## src/rtl/alu_pipe.sv

```systemverilog
// Two-stage pipelined signed ALU with valid/ready handshakes on both sides.
// S1 captures operands and opcode; S2 captures the 2W result and status flags.
module alu_pipe #(
    parameter int W   = 4,
    parameter int SHW = $clog2(W)
) (
    input  logic            clk,
    input  logic            rst_n,
    input  logic            in_valid,
    output logic            in_ready,
    input  logic [W-1:0]    A,
    input  logic [W-1:0]    B,
    input  logic [3:0]      opcode,
    output logic            out_valid,
    input  logic            out_ready,
    output logic [2*W-1:0]  result,
    output logic            flag_z,
    output logic            flag_n,
    output logic            flag_v,
    output logic            flag_err
);
    localparam int RW = 2 * W;

    localparam logic [3:0] OP_ADD  = 4'b0000;
    localparam logic [3:0] OP_SUB  = 4'b0001;
    localparam logic [3:0] OP_MUL  = 4'b0010;
    localparam logic [3:0] OP_NEG  = 4'b0011;
    localparam logic [3:0] OP_AND  = 4'b0100;
    localparam logic [3:0] OP_OR   = 4'b0101;
    localparam logic [3:0] OP_XOR  = 4'b0110;
    localparam logic [3:0] OP_NOT  = 4'b0111;
    localparam logic [3:0] OP_SHL  = 4'b1000;
    localparam logic [3:0] OP_SHR  = 4'b1001;
    localparam logic [3:0] OP_SRA  = 4'b1010;
    localparam logic [3:0] OP_SLT  = 4'b1011;
    localparam logic [3:0] OP_MAX  = 4'b1100;
    localparam logic [3:0] OP_MIN  = 4'b1101;
    localparam logic [3:0] OP_PASS = 4'b1110;

    logic            s1_valid_q, s1_valid_d;
    logic [W-1:0]    a_q, a_d, b_q, b_d;
    logic [3:0]      op_q, op_d;
    logic            s2_valid_q, s2_valid_d;
    logic [RW-1:0]   result_q, result_d;
    logic            flag_z_q, flag_z_d, flag_n_q, flag_n_d;
    logic            flag_v_q, flag_v_d, flag_err_q, flag_err_d;

    logic            s1_adv, s2_adv;
    logic signed [W-1:0]  a_s, b_s, sra_w;
    logic signed [RW-1:0] a_x, b_x;
    logic [SHW-1:0]  sh;
    logic [RW-1:0]   res_c;
    logic            err_c, ovf_chk;

    always_comb begin
        a_s     = a_q;
        b_s     = b_q;
        a_x     = {{W{a_q[W-1]}}, a_q};
        b_x     = {{W{b_q[W-1]}}, b_q};
        sh      = b_q[SHW-1:0];
        sra_w   = a_s >>> sh;
        res_c   = '0;
        err_c   = 1'b0;
        ovf_chk = 1'b0;
        // Arithmetic is done at 2W so the stored result is always exact.
        case (op_q)
            OP_ADD:  begin res_c = a_x + b_x; ovf_chk = 1'b1; end
            OP_SUB:  begin res_c = a_x - b_x; ovf_chk = 1'b1; end
            OP_MUL:  res_c = a_x * b_x;
            OP_NEG:  begin res_c = -a_x;      ovf_chk = 1'b1; end
            OP_AND:  res_c = {{W{1'b0}}, a_q & b_q};
            OP_OR:   res_c = {{W{1'b0}}, a_q | b_q};
            OP_XOR:  res_c = {{W{1'b0}}, a_q ^ b_q};
            OP_NOT:  res_c = {{W{1'b0}}, ~a_q};
            OP_SHL:  res_c = {{W{1'b0}}, a_q << sh};
            OP_SHR:  res_c = {{W{1'b0}}, a_q >> sh};
            OP_SRA:  res_c = {{W{sra_w[W-1]}}, sra_w};
            OP_SLT:  res_c = {{(RW-1){1'b0}}, a_s < b_s};
            OP_MAX:  res_c = (a_s > b_s) ? a_x : b_x;
            OP_MIN:  res_c = (a_s < b_s) ? a_x : b_x;
            OP_PASS: res_c = a_x;
            default: err_c = 1'b1;
        endcase
    end

    always_comb begin
        s2_adv     = ~s2_valid_q | out_ready;
        s1_adv     = ~s1_valid_q | s2_adv;
        s1_valid_d = s1_valid_q;
        a_d        = a_q;
        b_d        = b_q;
        op_d       = op_q;
        s2_valid_d = s2_valid_q;
        result_d   = result_q;
        flag_z_d   = flag_z_q;
        flag_n_d   = flag_n_q;
        flag_v_d   = flag_v_q;
        flag_err_d = flag_err_q;
        if (s1_adv) begin
            s1_valid_d = in_valid;
            if (in_valid) begin
                a_d  = A;
                b_d  = B;
                op_d = opcode;
            end
        end
        if (s2_adv) begin
            s2_valid_d = s1_valid_q;
            if (s1_valid_q) begin
                result_d   = res_c;
                flag_z_d   = (res_c == '0);
                flag_n_d   = res_c[RW-1];
                // Exact value fits in W+1 bits, so W-bit overflow shows as bit W != bit W-1.
                flag_v_d   = ovf_chk & (res_c[W] ^ res_c[W-1]);
                flag_err_d = err_c;
            end
        end
    end

    always_ff @(posedge clk or negedge rst_n) begin
        if (!rst_n) begin
            s1_valid_q <= 1'b0;
            a_q        <= '0;
            b_q        <= '0;
            op_q       <= '0;
            s2_valid_q <= 1'b0;
            result_q   <= '0;
            flag_z_q   <= 1'b0;
            flag_n_q   <= 1'b0;
            flag_v_q   <= 1'b0;
            flag_err_q <= 1'b0;
        end else begin
            s1_valid_q <= s1_valid_d;
            a_q        <= a_d;
            b_q        <= b_d;
            op_q       <= op_d;
            s2_valid_q <= s2_valid_d;
            result_q   <= result_d;
            flag_z_q   <= flag_z_d;
            flag_n_q   <= flag_n_d;
            flag_v_q   <= flag_v_d;
            flag_err_q <= flag_err_d;
        end
    end

    assign in_ready  = s1_adv;
    assign out_valid = s2_valid_q;
    assign result    = result_q;
    assign flag_z    = flag_z_q;
    assign flag_n    = flag_n_q;
    assign flag_v    = flag_v_q;
    assign flag_err  = flag_err_q;
endmodule

```

## config.mk

```make
export PLATFORM = sky130hd
export DESIGN_NAME = alu_pipe
export DESIGN_NICKNAME = d
export VERILOG_FILES = /design/src/rtl/alu_pipe.sv
export SDC_FILE = /design/constraint.sdc
export NUM_CORES = 1
export LEC_CHECK = 0
export ABC_AREA = 1
export BUFFER_PORTS_ARGS = -buffer_cell sky130_fd_sc_hd__clkbuf_2
export CORE_UTILIZATION = 54
export CTS_CLUSTER_DIAMETER = 40
export DETAILED_ROUTE_END_ITERATION = 10
export GPL_ROUTABILITY_DRIVEN = 0
export PLACE_DENSITY = 0.82
export REMOVE_ABC_BUFFERS = 1
export SLEW_MARGIN = 20
export SYNTH_ARGS = -nofsm -noshare
export SYNTH_HDL_FRONTEND = slang
export SYNTH_SLANG_ARGS = --single-unit
```

## constraint.sdc

```tcl
create_clock -name clk -period 3.7 [get_ports clk]
set_input_delay 0.74 -clock clk [delete_from_list [all_inputs] [get_ports clk]]
set_output_delay 0.74 -clock clk [all_outputs]
set_load 0.005 [all_outputs]
```

==> PnR_summary.wiki, run 1 <==
{| class="wikitable"
! Metric !! Value
|-
| Area of the die || 5620 um^2
|-
| Standard cell area after detailed placement || 3160 um^2
|-
| Fraction of final layout cells sized beyond drive strength 1 || between 10% and 20%
|-
| Routed wire length || 8000 um
|-
| Fillers || ~500
|-
| Area occupied by multi-input gates || around 2000 um^2
|-
| Clock buffer count from CTS || 3
|-
| Worst path required time || about 3.9 ns
|-
| Startpoint type of the worst setup path || flip-flop
|-
| Number of DRC markers in iteration 0 || around 310
|-
| Number of slew-limit violations in the final report || 0
|-
| Length of the first detailed-routing pass in iterations || 7
|-
| Most frequent cells in the layout || sky130_fd_sc_hd__nand2_1, sky130_fd_sc_hd__nor2_1, sky130_fd_sc_hd__inv_1, sky130_fd_sc_hd__nand3_1, sky130_fd_sc_hd__clkbuf_2
|-
| Highest Clock Rate || approximately 290 MHz
|-
| Initial standard-cell utilization of the core || 56.3%
|-
| Diode count || 0
|-
| TritonCTS Sinks || 25
|-
| TritonCTS clock tree || yes
|-
| Highest net fanout along the worst path || 4
|-
| Worst max-slew margin expressed relative to the limit || between 50% and 60%
|-
| Area of the core region || between 5000 and 6000 um^2
|-
| Number of global-route vias before repair || approximately 2800
|-
| Combined flip-flop and latch cell area || 627 um^2
|-
| Critical Path Sink Type || flip-flop
|-
| Number of buffers on the longest clock path || 2
|-
| Net count of the finished layout || about 550
|-
| Average wire length per cell after detail routing || around 14 um
|-
| Skew-Pair Late Insertion Delay || between 0.2 and 0.3 ns
|-
| Simple-gate portion of the synthesized area || about 41%
|-
| Areal power density over the cells || between 500 and 600 nW/um^2
|-
| Transition at the pin with the smallest max-transition slack || about 0.72 ns
|-
| #FFs+latches synth || 25
|-
| Compound-Gate Fraction of Synth Area || roughly 6.7%
|-
| DPL Wire Length || around 6300 um
|-
| Number of nets with antenna violations after detailed routing || 0
|-
| Number of placement rows || 26
|-
| Boundary pin count || 30
|-
| Drt via density || 5.53
|-
| Multiplexer share of the synthesized area || 0%
|-
| Status || completed
|-
| Vert. Die Dim || ~75 um
|-
| Width of the die || between 70 and 80 um
|-
| Final hold violation count || 0
|-
| Parity-gate share of the synthesized area counting xor and xnor cells || less than 1%
|-
| Total standard cell area after synthesis || between 2000 and 3000 um^2
|-
| Summed area of non-filler cells in the final layout || ~3300 um^2
|-
| Clock transition time at the flip-flop clock pins of the worst setup and hold paths || approximately 0.1 ns
|-
| Unrepaired setup endpoints after global routing || false
|-
| Global-route wire length before repair || ~13000 um
|-
| Final worst path period need || between 3 and 4 ns
|-
| GRT Total Usage || about 31%
|-
| Avg Cell Area, Syn || approximately 6.3 um^2
|-
| Non-filler instance count after layout || about 570
|-
| Max_cap viols || 0
|-
| CTS H-tree depth || 1
|-
| Post-synthesis adder-cell area fraction || roughly a fifth
|-
| Type of the worst setup path || reg -> reg
|-
| Total vias in the final route || 3124
|-
| Grt ovf || 0
|-
| Sequential share of the synthesized area || roughly 22%
|-
| Post-route DRC violation count || 0
|-
| Synth cell types || 27
|-
| Largest net degree at the start of global routing || 26
|-
| Signal arrival time at the worst endpoint || ~3.7 ns
|-
| Leakage power total || around 1.9 nW
|-
| Worst min-delay path category || in -> async
|-
| Fraction of the cycle the final worst path needs || around 94%
|-
| Total placed cells including tap cells || ~560
|-
| Largest family of logic cells by synthesized area || simple AND/OR/NAND/NOR gates
|-
| Clock root cell || sky130_fd_sc_hd__clkbuf_8
|-
| Initial antenna violation count || 0
|-
| Most frequent standard cell in the layout excluding fill and tap cells || sky130_fd_sc_hd__nand2_1
|-
| Warnings from Yosys || 0
|-
| Max Clock Skew || roughly 0.0055 ns
|-
| Area added between synthesis and finish || 13.3%
|-
| Final setup violation count || 0
|-
| Number of buffers inserted by port buffering || 29
|-
| Cell count after synthesis || 455
|-
| Final hold slack || 0.462 ns
|-
| VDD IR max || around 0.24 mV
|}
path summary, 6_finish.rpt:
check / endpoint / cells after the start / start / slack, ns
hold / removal: result[3] / 1 / rst_n / 0.46
setup / recovery: flag_z / 18 / a_q[2] / 0.20
hold reg to reg: result[2] / 2 / result[2] / 0.49
min in group clk: result[2] / 2 / result[2] / 0.49
setup reg to reg: flag_z / 18 / a_q[2] / 0.20
max in group asynchronous: b_q[1] / 1 / rst_n / 2.77
cell type report:
type                    count  area share, %
multi-input cells         359           61.3
repair buffers             45           8.14
flip-flops and latches     25           19.2
clock buffers               3           1.27
inverters                  62           7.14
well taps                  70           2.69
clock inverters             1          0.230
critical path, cell delays in order, from the launching register on:
cell	delay, ns
sky130_fd_sc_hd__dfrtp_1	0.42
sky130_fd_sc_hd__nand2_2	0.08
sky130_fd_sc_hd__fa_1	0.56
sky130_fd_sc_hd__fa_1	0.43
sky130_fd_sc_hd__fa_1	0.51
sky130_fd_sc_hd__inv_1	0.04
sky130_fd_sc_hd__ha_2	0.19
sky130_fd_sc_hd__fa_2	0.37
sky130_fd_sc_hd__nand2_2	0.08
sky130_fd_sc_hd__a21oi_2	0.06
sky130_fd_sc_hd__inv_1	0.05
sky130_fd_sc_hd__nand3b_1	0.08
sky130_fd_sc_hd__nand2_1	0.08
sky130_fd_sc_hd__nand3_1	0.08
sky130_fd_sc_hd__nand3_2	0.07
sky130_fd_sc_hd__nand2_2	0.06
sky130_fd_sc_hd__nor3_2	0.15
sky130_fd_sc_hd__nand3_1	0.09
sky130_fd_sc_hd__nand2_1	0.06
per-layer routing:
layer	wire (um)	track usage, %	share of wire, %
met1	3410	43.0	43
met2	3650	47.5	46
met3	660	3.88	8.2
met4	284	13.2	3.5
met5	0	0	0
cell families after synthesis:
group / after synthesis
DFF: 25
AOI/OAI and AO/OA: 35
xor gates and xnor gates: 3
adders and majority gates: 39
and+or+nand+nor: 282
buffers and inverters: 71
cell usage after synthesis:
master / n / area [um^2]
sky130_fd_sc_hd__nor2_1: 74 / 278
sky130_fd_sc_hd__nand3_1: 50 / 250
sky130_fd_sc_hd__o31ai_1: 1 / 7.51
sky130_fd_sc_hd__nor2_2: 1 / 6.26
sky130_fd_sc_hd__nor3_1: 3 / 15.0
sky130_fd_sc_hd__xnor2_1: 1 / 8.76
sky130_fd_sc_hd__nand2_2: 3 / 18.8
sky130_fd_sc_hd__ha_1: 28 / 350
sky130_fd_sc_hd__dfrtp_1: 25 / 626
sky130_fd_sc_hd__fa_1: 11 / 220
sky130_fd_sc_hd__a21oi_4: 1 / 16.3
sky130_fd_sc_hd__clkbuf_2: 1 / 5.00
sky130_fd_sc_hd__nand4_1: 5 / 31.3
sky130_fd_sc_hd__inv_2: 3 / 11.3
sky130_fd_sc_hd__o21a_1: 1 / 7.51
sky130_fd_sc_hd__buf_2: 3 / 15.0
sky130_fd_sc_hd__inv_1: 58 / 218
sky130_fd_sc_hd__nand3b_1: 3 / 22.5
sky130_fd_sc_hd__a21oi_1: 21 / 105
sky130_fd_sc_hd__nand4_4: 1 / 21.3
sky130_fd_sc_hd__buf_4: 2 / 15.0
sky130_fd_sc_hd__o21ai_0: 11 / 55.1
sky130_fd_sc_hd__xor2_1: 2 / 17.5
sky130_fd_sc_hd__nand2_1: 141 / 529
sky130_fd_sc_hd__clkinv_1: 1 / 3.75
sky130_fd_sc_hd__nand3_2: 1 / 10.0
sky130_fd_sc_hd__clkbuf_1: 3 / 11.3
sequential cells by signal, summed over array words and instances (netlist names):
signal	count
s1_valid_q	1
out_valid	1
op_q	4
b_q	4
flag_z	1
a_q	4
result	8
flag_err	1
flag_v	1
timing repair:
action | CTS | global route
pin swaps | 0 | 5
hold buffers | 0 | 0
buffers inserted | 0 | 3
resized for setup | 1 | 10
endpoints found under the setup margin | 1 | 2
per-stage QoR:
| stage | util (%) | setup TNS (ns) | setup slack [ns] | power [W] |
|---|---|---|---|---|
| final | 63.8 | 0 | 0.205 | 0.00178 |
| after global routing | 63.8 | 0 | 0.00650 | 0.00197 |
| after CTS | 62.8 | 0 | 0.0543 | 0.00172 |
| after detailed placement | 61.9 | -0.00491 | -0.00491 | 0.00154 |
| after global placement | 61.9 | 0 | 0.0891 | 0.00150 |
| after floorplan | - | -0.0414 | -0.0281 | 0.00120 |
where the power goes:
part           switching (W)  internal (W)
sequential         0.0000558      0.000344
clock               0.000100     0.0000767
combinational       0.000745      0.000461
Note: power is estimated with default switching activity, not from simulation.
==> run 2: changes to the inputs <==
--- a/config.mk
+++ b/config.mk
@@ -7,13 +7,15 @@
 export LEC_CHECK = 0
 export ABC_AREA = 1
 export BUFFER_PORTS_ARGS = -buffer_cell sky130_fd_sc_hd__clkbuf_2
-export CORE_UTILIZATION = 54
+export CELL_PAD_IN_SITES_DETAIL_PLACEMENT = 1
+export CELL_PAD_IN_SITES_GLOBAL_PLACEMENT = 1
+export CORE_UTILIZATION = 38
 export CTS_CLUSTER_DIAMETER = 40
 export DETAILED_ROUTE_END_ITERATION = 10
 export GPL_ROUTABILITY_DRIVEN = 0
 export PLACE_DENSITY = 0.82
 export REMOVE_ABC_BUFFERS = 1
-export SLEW_MARGIN = 20
+export SLEW_MARGIN = 0
 export SYNTH_ARGS = -nofsm -noshare
 export SYNTH_HDL_FRONTEND = slang
 export SYNTH_SLANG_ARGS = --single-unit
==> run 2 against run 1 <==
Effect of this change: sequential cell count unchanged; first-iteration DRC count fell by 43%; largest power group unchanged; critical path depth is 3 lower; highest routed layer unchanged; critical path type unchanged.
==> PnR_summary.wiki, run 2 (synthesis gave the netlist of run 1 again) <==
{| class="wikitable"
! Metric !! Value
|-
| TritonCTS Sinks || 25 (unchanged)
|-
| Number of placement rows || 31 (+19%)
|-
| R2r setup slk || 0.19 ns (about the same)
|-
| Worst reg2reg path depth || 15 (-3)
|-
| Signal arrival time at the worst endpoint || 3.73 ns (about the same)
|-
| Diode count || 0 (unchanged)
|-
| Critical Path Sink Type || flip-flop
|-
| Skew-Pair Late Insertion Delay || 0.28 ns (about the same)
|-
| Area of the core region || 7290 um^2 (+43%)
|-
| Number of global-route vias before repair || 3156 (+13%)
|-
| DPL Wire Length || 7810 um (+24%)
|-
| Final setup violation count || 0 (unchanged)
|-
| Number of DRC markers in iteration 0 || 176 (-43%)
|-
| Largest net degree at the start of global routing || 26 (unchanged)
|-
| Buffer and inverter count on the worst path || 1 (-1)
|-
| CTS H-tree depth || 1 (unchanged)
|-
| Drt via density || 5.24 (-5.3%)
|-
| Post-route DRC violation count || 0 (unchanged)
|-
| Fraction of final layout cells sized beyond drive strength 1 || 13.9% (unchanged)
|-
| Number of nets with antenna violations after detailed routing || 0 (unchanged)
|-
| Max_cap viols || 0 (unchanged)
|-
| Max Clock Skew || 0.00412 ns (-0.00139 ns)
|-
| Total placed cells including tap cells || 587 (+5.2%)
|-
| Width of the die || 89.0 um (+19%)
|-
| Leakage power total || 1.87 nW (+0.13%)
|-
| Worst setup path endpoint || flag_z
|-
| Area of the die || 7920 um^2 (+41%)
|-
| Worst max-slew margin expressed relative to the limit || 44.2% (-7.6 points)
|-
| Area added between synthesis and finish || 15.1%
|-
| Transition at the pin with the smallest max-transition slack || 0.835 ns (+0.113 ns)
|-
| Fraction of the cycle the final worst path needs || 94.8% (+0.38 points)
|-
| Highest net fanout along the worst path || 4 (unchanged)
|-
| Initial standard-cell utilization of the core || 39.4% (-17 points)
|-
| Final worst path period need || 3.51 ns (+0.0141 ns)
|-
| Final hold violation count || 0 (unchanged)
|-
| Worst path required time || 3.92 ns (about the same)
|-
| TritonCTS clock tree || yes
|-
| Clock root cell || sky130_fd_sc_hd__clkbuf_8
|-
| Worst min-delay path category || in -> async
|-
| Slowest CP cell || sky130_fd_sc_hd__fa_1
|-
| Final TNS setup || 0 ns (unchanged)
|-
| Net count of the finished layout || 551 (unchanged)
|-
| Average wire length per cell after detail routing || 16.9 um (+19%)
|-
| Number of buffers on the longest clock path || 2 (unchanged)
|-
| Clock buffer count from CTS || 3 (unchanged)
|-
| Crit path largest cell delay || 0.58 ns (+0.02 ns)
|-
| Initial antenna violation count || 0 (unchanged)
|-
| Most frequent cells in the layout || sky130_fd_sc_hd__nand2_1, sky130_fd_sc_hd__nor2_1, sky130_fd_sc_hd__inv_1, sky130_fd_sc_hd__nand3_1, sky130_fd_sc_hd__clkbuf_2
|-
| Largest register FFs || 8 (unchanged)
|-
| VDD IR max || 0.286 mV (+18%)
|-
| Total vias in the final route || 3111 (-0.42%)
|-
| Highest Clock Rate || 285 MHz (-0.40%)
|-
| Post-CTS Hold Buffers || 0 (unchanged)
|-
| Boundary pin count || 30 (unchanged)
|-
| Status || completed
|-
| Endpoint of the worst register-to-register path || flag_z
|-
| Global-route wire length before repair || 16100 um (+25%)
|-
| Ordered list of cells on the worst path || buf_4 -> ha_1 -> fa_1 -> fa_1 -> ha_1 -> fa_2 -> nand2_2 -> a21oi_2 -> o21ai_1 -> nand3_1 -> nand3_2 -> nand2_2 -> nor3_2 -> nand3_1 -> nand2_1
|-
| Worst setup path startpoint || b_q[2]
|-
| Areal power density over the cells || 564 nW/um^2 (+3.0%)
|-
| Length of the first detailed-routing pass in iterations || 4 (-3)
|-
| Vert. Die Dim || 89.0 um (+19%)
|-
| Reg-to-Reg Start || b_q[2]
|-
| Non-filler instance count after layout || 594 (+5.1%)
|-
| Clock transition time at the flip-flop clock pins of the worst setup and hold paths || 0.10 ns (about the same)
|-
| Most frequent standard cell in the layout excluding fill and tap cells || sky130_fd_sc_hd__nand2_1
|-
| Instance count on the critical path || 15 (-3)
|-
| Grt ovf || 0 (unchanged)
|-
| Startpoint type of the worst setup path || flip-flop
|-
| Number of slew-limit violations in the final report || 0 (unchanged)
|-
| GRT Total Usage || 27.2% (-3.4 points)
|-
| Type of the worst setup path || reg -> reg
|-
| Number of buffers inserted by port buffering || 29 (unchanged)
|-
| Routed wire length || 10000 um (+25%)
|-
| Worst path top cell family by delay || adder cells
|}
run 2: cell types whose count changed in the layout (fill, tap and decap cells not counted):
cell                      change
sky130_fd_sc_hd__o21ai_0      -1
sky130_fd_sc_hd__ha_4         +1
sky130_fd_sc_hd__o21ai_2      +1
sky130_fd_sc_hd__dfrtp_2      -1
sky130_fd_sc_hd__ha_1         -1
sky130_fd_sc_hd__inv_1        +1
sky130_fd_sc_hd__inv_2        -1
sky130_fd_sc_hd__dfrtp_1      +1
run 2: final cells by class:
type	instances	area, um^2
fill	1038	3980
sequential	25	626
clock inverter	1	7.51
tap	99	124
timing repair buffer	45	265
clock buffer	3	41.3
inverter	62	233
multi-input combinational	359	2010
run 2: how the worst min path moves through the flow:
stage / start / end / slack [ns]
global route: rst_n / flag_z / 0.51
global placement: flag_v / flag_v / 0.46
CTS: rst_n / result[5] / 0.49
floorplan: rst_n / a_q[0] / 0.44
finish: rst_n / flag_z / 0.47
detailed placement: flag_v / flag_v / 0.46
run 2: through the flow:
stage          util (%)  worst slack, ns  hold slack, ns  total power [W]  area [um^2]
6_report           45.4            0.191           0.470          0.00186         3310
5_1_grt            45.4         -0.00825           0.514          0.00207         3310
4_1_cts            44.5           0.0522           0.490          0.00179         3240
3_5_place_dp       43.8         -0.00152           0.465          0.00160         3200
3_3_place_gp       43.8           0.0671           0.464          0.00154         3200
2_1_floorplan         -          -0.0281           0.444          0.00120         2830
run 2: repair_timing:
| item | CTS | global route |
|---|---|---|
| pin swaps | 0 | 4 |
| setup endpoints to repair | 1 | 3 |
| buffers inserted | 0 | 3 |
| resized for setup | 1 | 11 |
run 2: power breakdown:
part	leakage, nW	internal (W)	total [W]	switching [W]
Sequential	0.299	0.000344	0.000400	0.0000561
Combinational	1.55	0.000478	0.00129	0.000811
Clock	0.0217	0.0000767	0.000176	0.0000994
Total	1.87	0.000899	0.00186	0.000966
run 2: metal layers:
layer  part of all wire, %  global-route usage (%)
met3                   5.5                    2.31
met1                    44                    36.7
met5                     0                       0
met4                   2.4                    7.79
met2                    48                    46.7
==> run 3: changes to the inputs <==
--- a/config.mk
+++ b/config.mk
@@ -13,7 +13,7 @@
 export CTS_CLUSTER_DIAMETER = 40
 export DETAILED_ROUTE_END_ITERATION = 10
 export GPL_ROUTABILITY_DRIVEN = 0
-export PLACE_DENSITY = 0.82
+export PLACE_DENSITY = 0.86
 export REMOVE_ABC_BUFFERS = 1
 export SLEW_MARGIN = 0
 export SYNTH_ARGS = -nofsm -noshare
==> run 3 against run 2 <==
Effect of this change: final cell count up 0.17%; non-clock buffer count increased by 1; combinational power is essentially flat; routed wire length up 0.63%; die area is the same; total power down 0.20%; count of clock-buffer cells in the layout unchanged; global-route usage about the same; utilization hardly changed; sequential cell count is the same; clock skew barely moved; maximum frequency shrank 3.2%; critical path type unchanged.
==> PnR_summary.wiki, run 3 (synthesis gave the netlist of run 1 again) <==
{| class="wikitable"
! Metric !! Value
|-
| Status || completed
|-
| TritonCTS Sinks || 25 (unchanged)
|-
| Worst path top cell family by delay || adder cells
|-
| Number of DRC markers in iteration 0 || 205 (+16%)
|-
| Highest Clock Rate || 276 MHz (-3.2%)
|-
| GRT Total Usage || 27.2% (about the same)
|-
| Worst max-slew margin expressed relative to the limit || 48.5% (+4.3 points)
|-
| Number of nets with antenna violations after detailed routing || 0 (unchanged)
|-
| Slowest CP cell || sky130_fd_sc_hd__fa_1
|-
| Vert. Die Dim || 89.0 um (unchanged)
|-
| Max_cap viols || 0 (unchanged)
|-
| R2r setup slk || 0.07 ns (-0.12 ns)
|-
| Number of slew-limit violations in the final report || 0 (unchanged)
|-
| Reg-to-Reg Start || b_q[1]
|-
| VDD IR max || 0.290 mV (+1.2%)
|-
| Crit path largest cell delay || 0.49 ns (-0.09 ns)
|-
| Clock buffer count from CTS || 3 (unchanged)
|-
| Transition at the pin with the smallest max-transition slack || 0.771 ns (-0.0640 ns)
|-
| CTS H-tree depth || 1 (unchanged)
|-
| Switching power share of the total || 52.2% (+0.44 points)
|-
| Final worst path period need || 3.63 ns (+0.117 ns)
|-
| Total vias in the final route || 3227 (+3.7%)
|-
| Fraction of final layout cells sized beyond drive strength 1 || 14.5% (+0.58 points)
|-
| Fraction of the cycle the final worst path needs || 98.0% (+3.2 points)
|-
| Clock Power Share || 9.5% (about the same)
|-
| Cell-internal power || 0.000889 W (-1.1%)
|-
| Unrepaired setup endpoints after global routing || true
|-
| TritonCTS clock tree || yes
|-
| Largest register FFs || 8 (unchanged)
|-
| Routed wire length || 10100 um (+0.63%)
|-
| Area occupied by multi-input gates || 2000 um^2 (-0.56%)
|-
| Worst setup path endpoint || flag_z
|-
| Area added between synthesis and finish || 15.1% (about the same)
|-
| Ordered list of cells on the worst path || buf_4 -> ha_1 -> ha_1 -> inv_1 -> fa_1 -> fa_1 -> inv_1 -> ha_2 -> fa_2 -> nand2_2 -> a21oi_2 -> o21ai_1 -> nand3_1 -> nand3_2 -> nand2_2 -> nor3_2 -> nand3_1 -> nand2_1
|-
| Instance count on the critical path || 18 (+3)
|-
| Clock root cell || sky130_fd_sc_hd__clkbuf_8
|-
| Endpoint of the worst register-to-register path || flag_z
|-
| Type of the worst setup path || reg -> reg
|-
| Final setup margin || 0.0735 ns (-0.117 ns)
|-
| Leakage power total || 1.88 nW (+0.22%)
|-
| Pre-CTS WS || -0.159 ns (-0.157 ns)
|-
| DPL Wire Length || 8190 um (+4.8%)
|-
| Number of placement rows || 31 (unchanged)
|-
| Reported net switching power || 0.000972 W (+0.64%)
|-
| Boundary pin count || 30 (unchanged)
|-
| Global-route wire length before repair || 16000 um (-0.34%)
|-
| Most frequent standard cell in the layout excluding fill and tap cells || sky130_fd_sc_hd__nand2_1
|-
| Grt ovf || 0 (unchanged)
|-
| Clock transition time at the flip-flop clock pins of the worst setup and hold paths || 0.10 ns (about the same)
|-
| Post-route DRC violation count || 0 (unchanged)
|-
| Worst setup path startpoint || b_q[1]
|-
| Initial standard-cell utilization of the core || 39.4% (unchanged)
|-
| Highest net fanout along the worst path || 4 (unchanged)
|-
| Buffer and inverter count on the worst path || 3 (+2)
|-
| Worst reg2reg path depth || 18 (+3)
|-
| Startpoint type of the worst setup path || flip-flop
|-
| Most frequent cells in the layout || sky130_fd_sc_hd__nand2_1, sky130_fd_sc_hd__nor2_1, sky130_fd_sc_hd__inv_1, sky130_fd_sc_hd__nand3_1, sky130_fd_sc_hd__clkbuf_2
|-
| Combined flip-flop and latch cell area || 628 um^2 (+0.40%)
|-
| Drt via density || 5.42 (+3.6%)
|-
| Diode count || 0 (unchanged)
|-
| Worst min-delay path category || in -> async
|-
| Skew-Pair Late Insertion Delay || 0.28 ns (about the same)
|-
| Number of buffers on the longest clock path || 2 (unchanged)
|-
| Initial antenna violation count || 0 (unchanged)
|-
| Combinational group share of total power || 68.9% (-0.2 points)
|-
| Final hold violation count || 0 (unchanged)
|-
| Signal arrival time at the worst endpoint || 3.85 ns (+0.12 ns)
|-
| Register share of total power || 21.6% (about the same)
|-
| Largest net degree at the start of global routing || 26 (unchanged)
|-
| Area of the die || 7920 um^2 (unchanged)
|-
| Post-layout utilization of the core || 45.4% (about the same)
|-
| Fillers || 1046 (+0.77%)
|-
| Length of the first detailed-routing pass in iterations || 5 (+1)
|-
| Post-CTS Hold Buffers || 0 (unchanged)
|-
| Width of the die || 89.0 um (unchanged)
|-
| Worst path required time || 3.92 ns (about the same)
|-
| Final setup violation count || 0 (unchanged)
|-
| Areal power density over the cells || 563 nW/um^2 (-0.16%)
|-
| Area of the core region || 7290 um^2 (unchanged)
|-
| Max Clock Skew || 0.00427 ns (+0.000141 ns)
|-
| Number of global-route vias before repair || 3166 (+0.32%)
|-
| Number of buffers inserted by port buffering || 29 (unchanged)
|-
| Net count of the finished layout || 552 (+0.18%)
|-
| Critical Path Sink Type || flip-flop
|-
| Average wire length per cell after detail routing || 16.9 um (+0.46%)
|-
| Total placed cells including tap cells || 586 (-0.17%)
|-
| Non-filler instance count after layout || 595 (+0.17%)
|}
-- run 3: cell count changes in the layout (fill, tap and decap cells not counted), sizes merged --
| cell | delta |
|---|---|
| buf | +1 |
-- run 3: timing repair --
item,CTS,global route
endpoints found under the setup margin,2,2
hold endpoints to repair,0,0
gates resized for setup,4,10
buffers inserted,0,5
pin swaps,1,8
-- run 3: per-layer routing --
layer / vias to the layer above / GRT usage [%] / wire length [um]
li1: 1516 / - / -
met1: 1551 / 34.4 / 4200
met2: 128 / 47.3 / 4880
met3: 32 / 2.59 / 606
met4: 0 / 12.1 / 395
met5: - / 0 / 0
-- run 3: power by group through the flow --
| stage | registers [W] | clock network [W] | logic, W |
|---|---|---|---|
| 3_5_place_dp | 0.000406 | 0 | 0.00121 |
| 4_1_cts | 0.000401 | 0.000178 | 0.00123 |
| 3_3_place_gp | 0.000400 | 0 | 0.00113 |
| 5_1_grt | 0.000411 | 0.000184 | 0.00146 |
| 2_1_floorplan | 0.000413 | 0 | 0.000791 |
| 6_report | 0.000402 | 0.000176 | 0.00128 |
-- run 3: layout make-up --
type / count / area share [%]
Tap cell: 99 / 3.74
Timing Repair Buffer: 46 / 8.25
Inverter: 62 / 7.03
Multi-Input combinational cell: 359 / 60.5
Clock buffer: 3 / 1.25
Clock inverter: 1 / 0.227
Sequential cell: 25 / 19.0
-- run 3: per-stage QoR --
| step | instance area (um^2) | TNS (ns) | power (W) | hold WS (ns) |
|---|---|---|---|---|
| final | 3310 | 0 | 0.00186 | 0.463 |
| after global routing | 3310 | -0.0669 | 0.00206 | 0.511 |
| after CTS | 3250 | 0 | 0.00181 | 0.485 |
| after detailed placement | 3190 | -0.235 | 0.00162 | 0.475 |
| after global placement | 3190 | 0 | 0.00153 | 0.464 |
| after floorplan | 2830 | -0.0414 | 0.00120 | 0.444 |
-- run 3: how the worst min path moves through the flow --
stage | cells after the start | start | endpoint | slack, ns
after floorplan | 0 | rst_n | a_q[0] | 0.44
after global placement | 2 | result[5] | result[5] | 0.46
after detailed placement | 2 | flag_v | flag_v | 0.47
after CTS | 1 | rst_n | result[7] | 0.48
after global routing | 1 | rst_n | flag_err | 0.51
final | 1 | rst_n | a_q[1] | 0.46
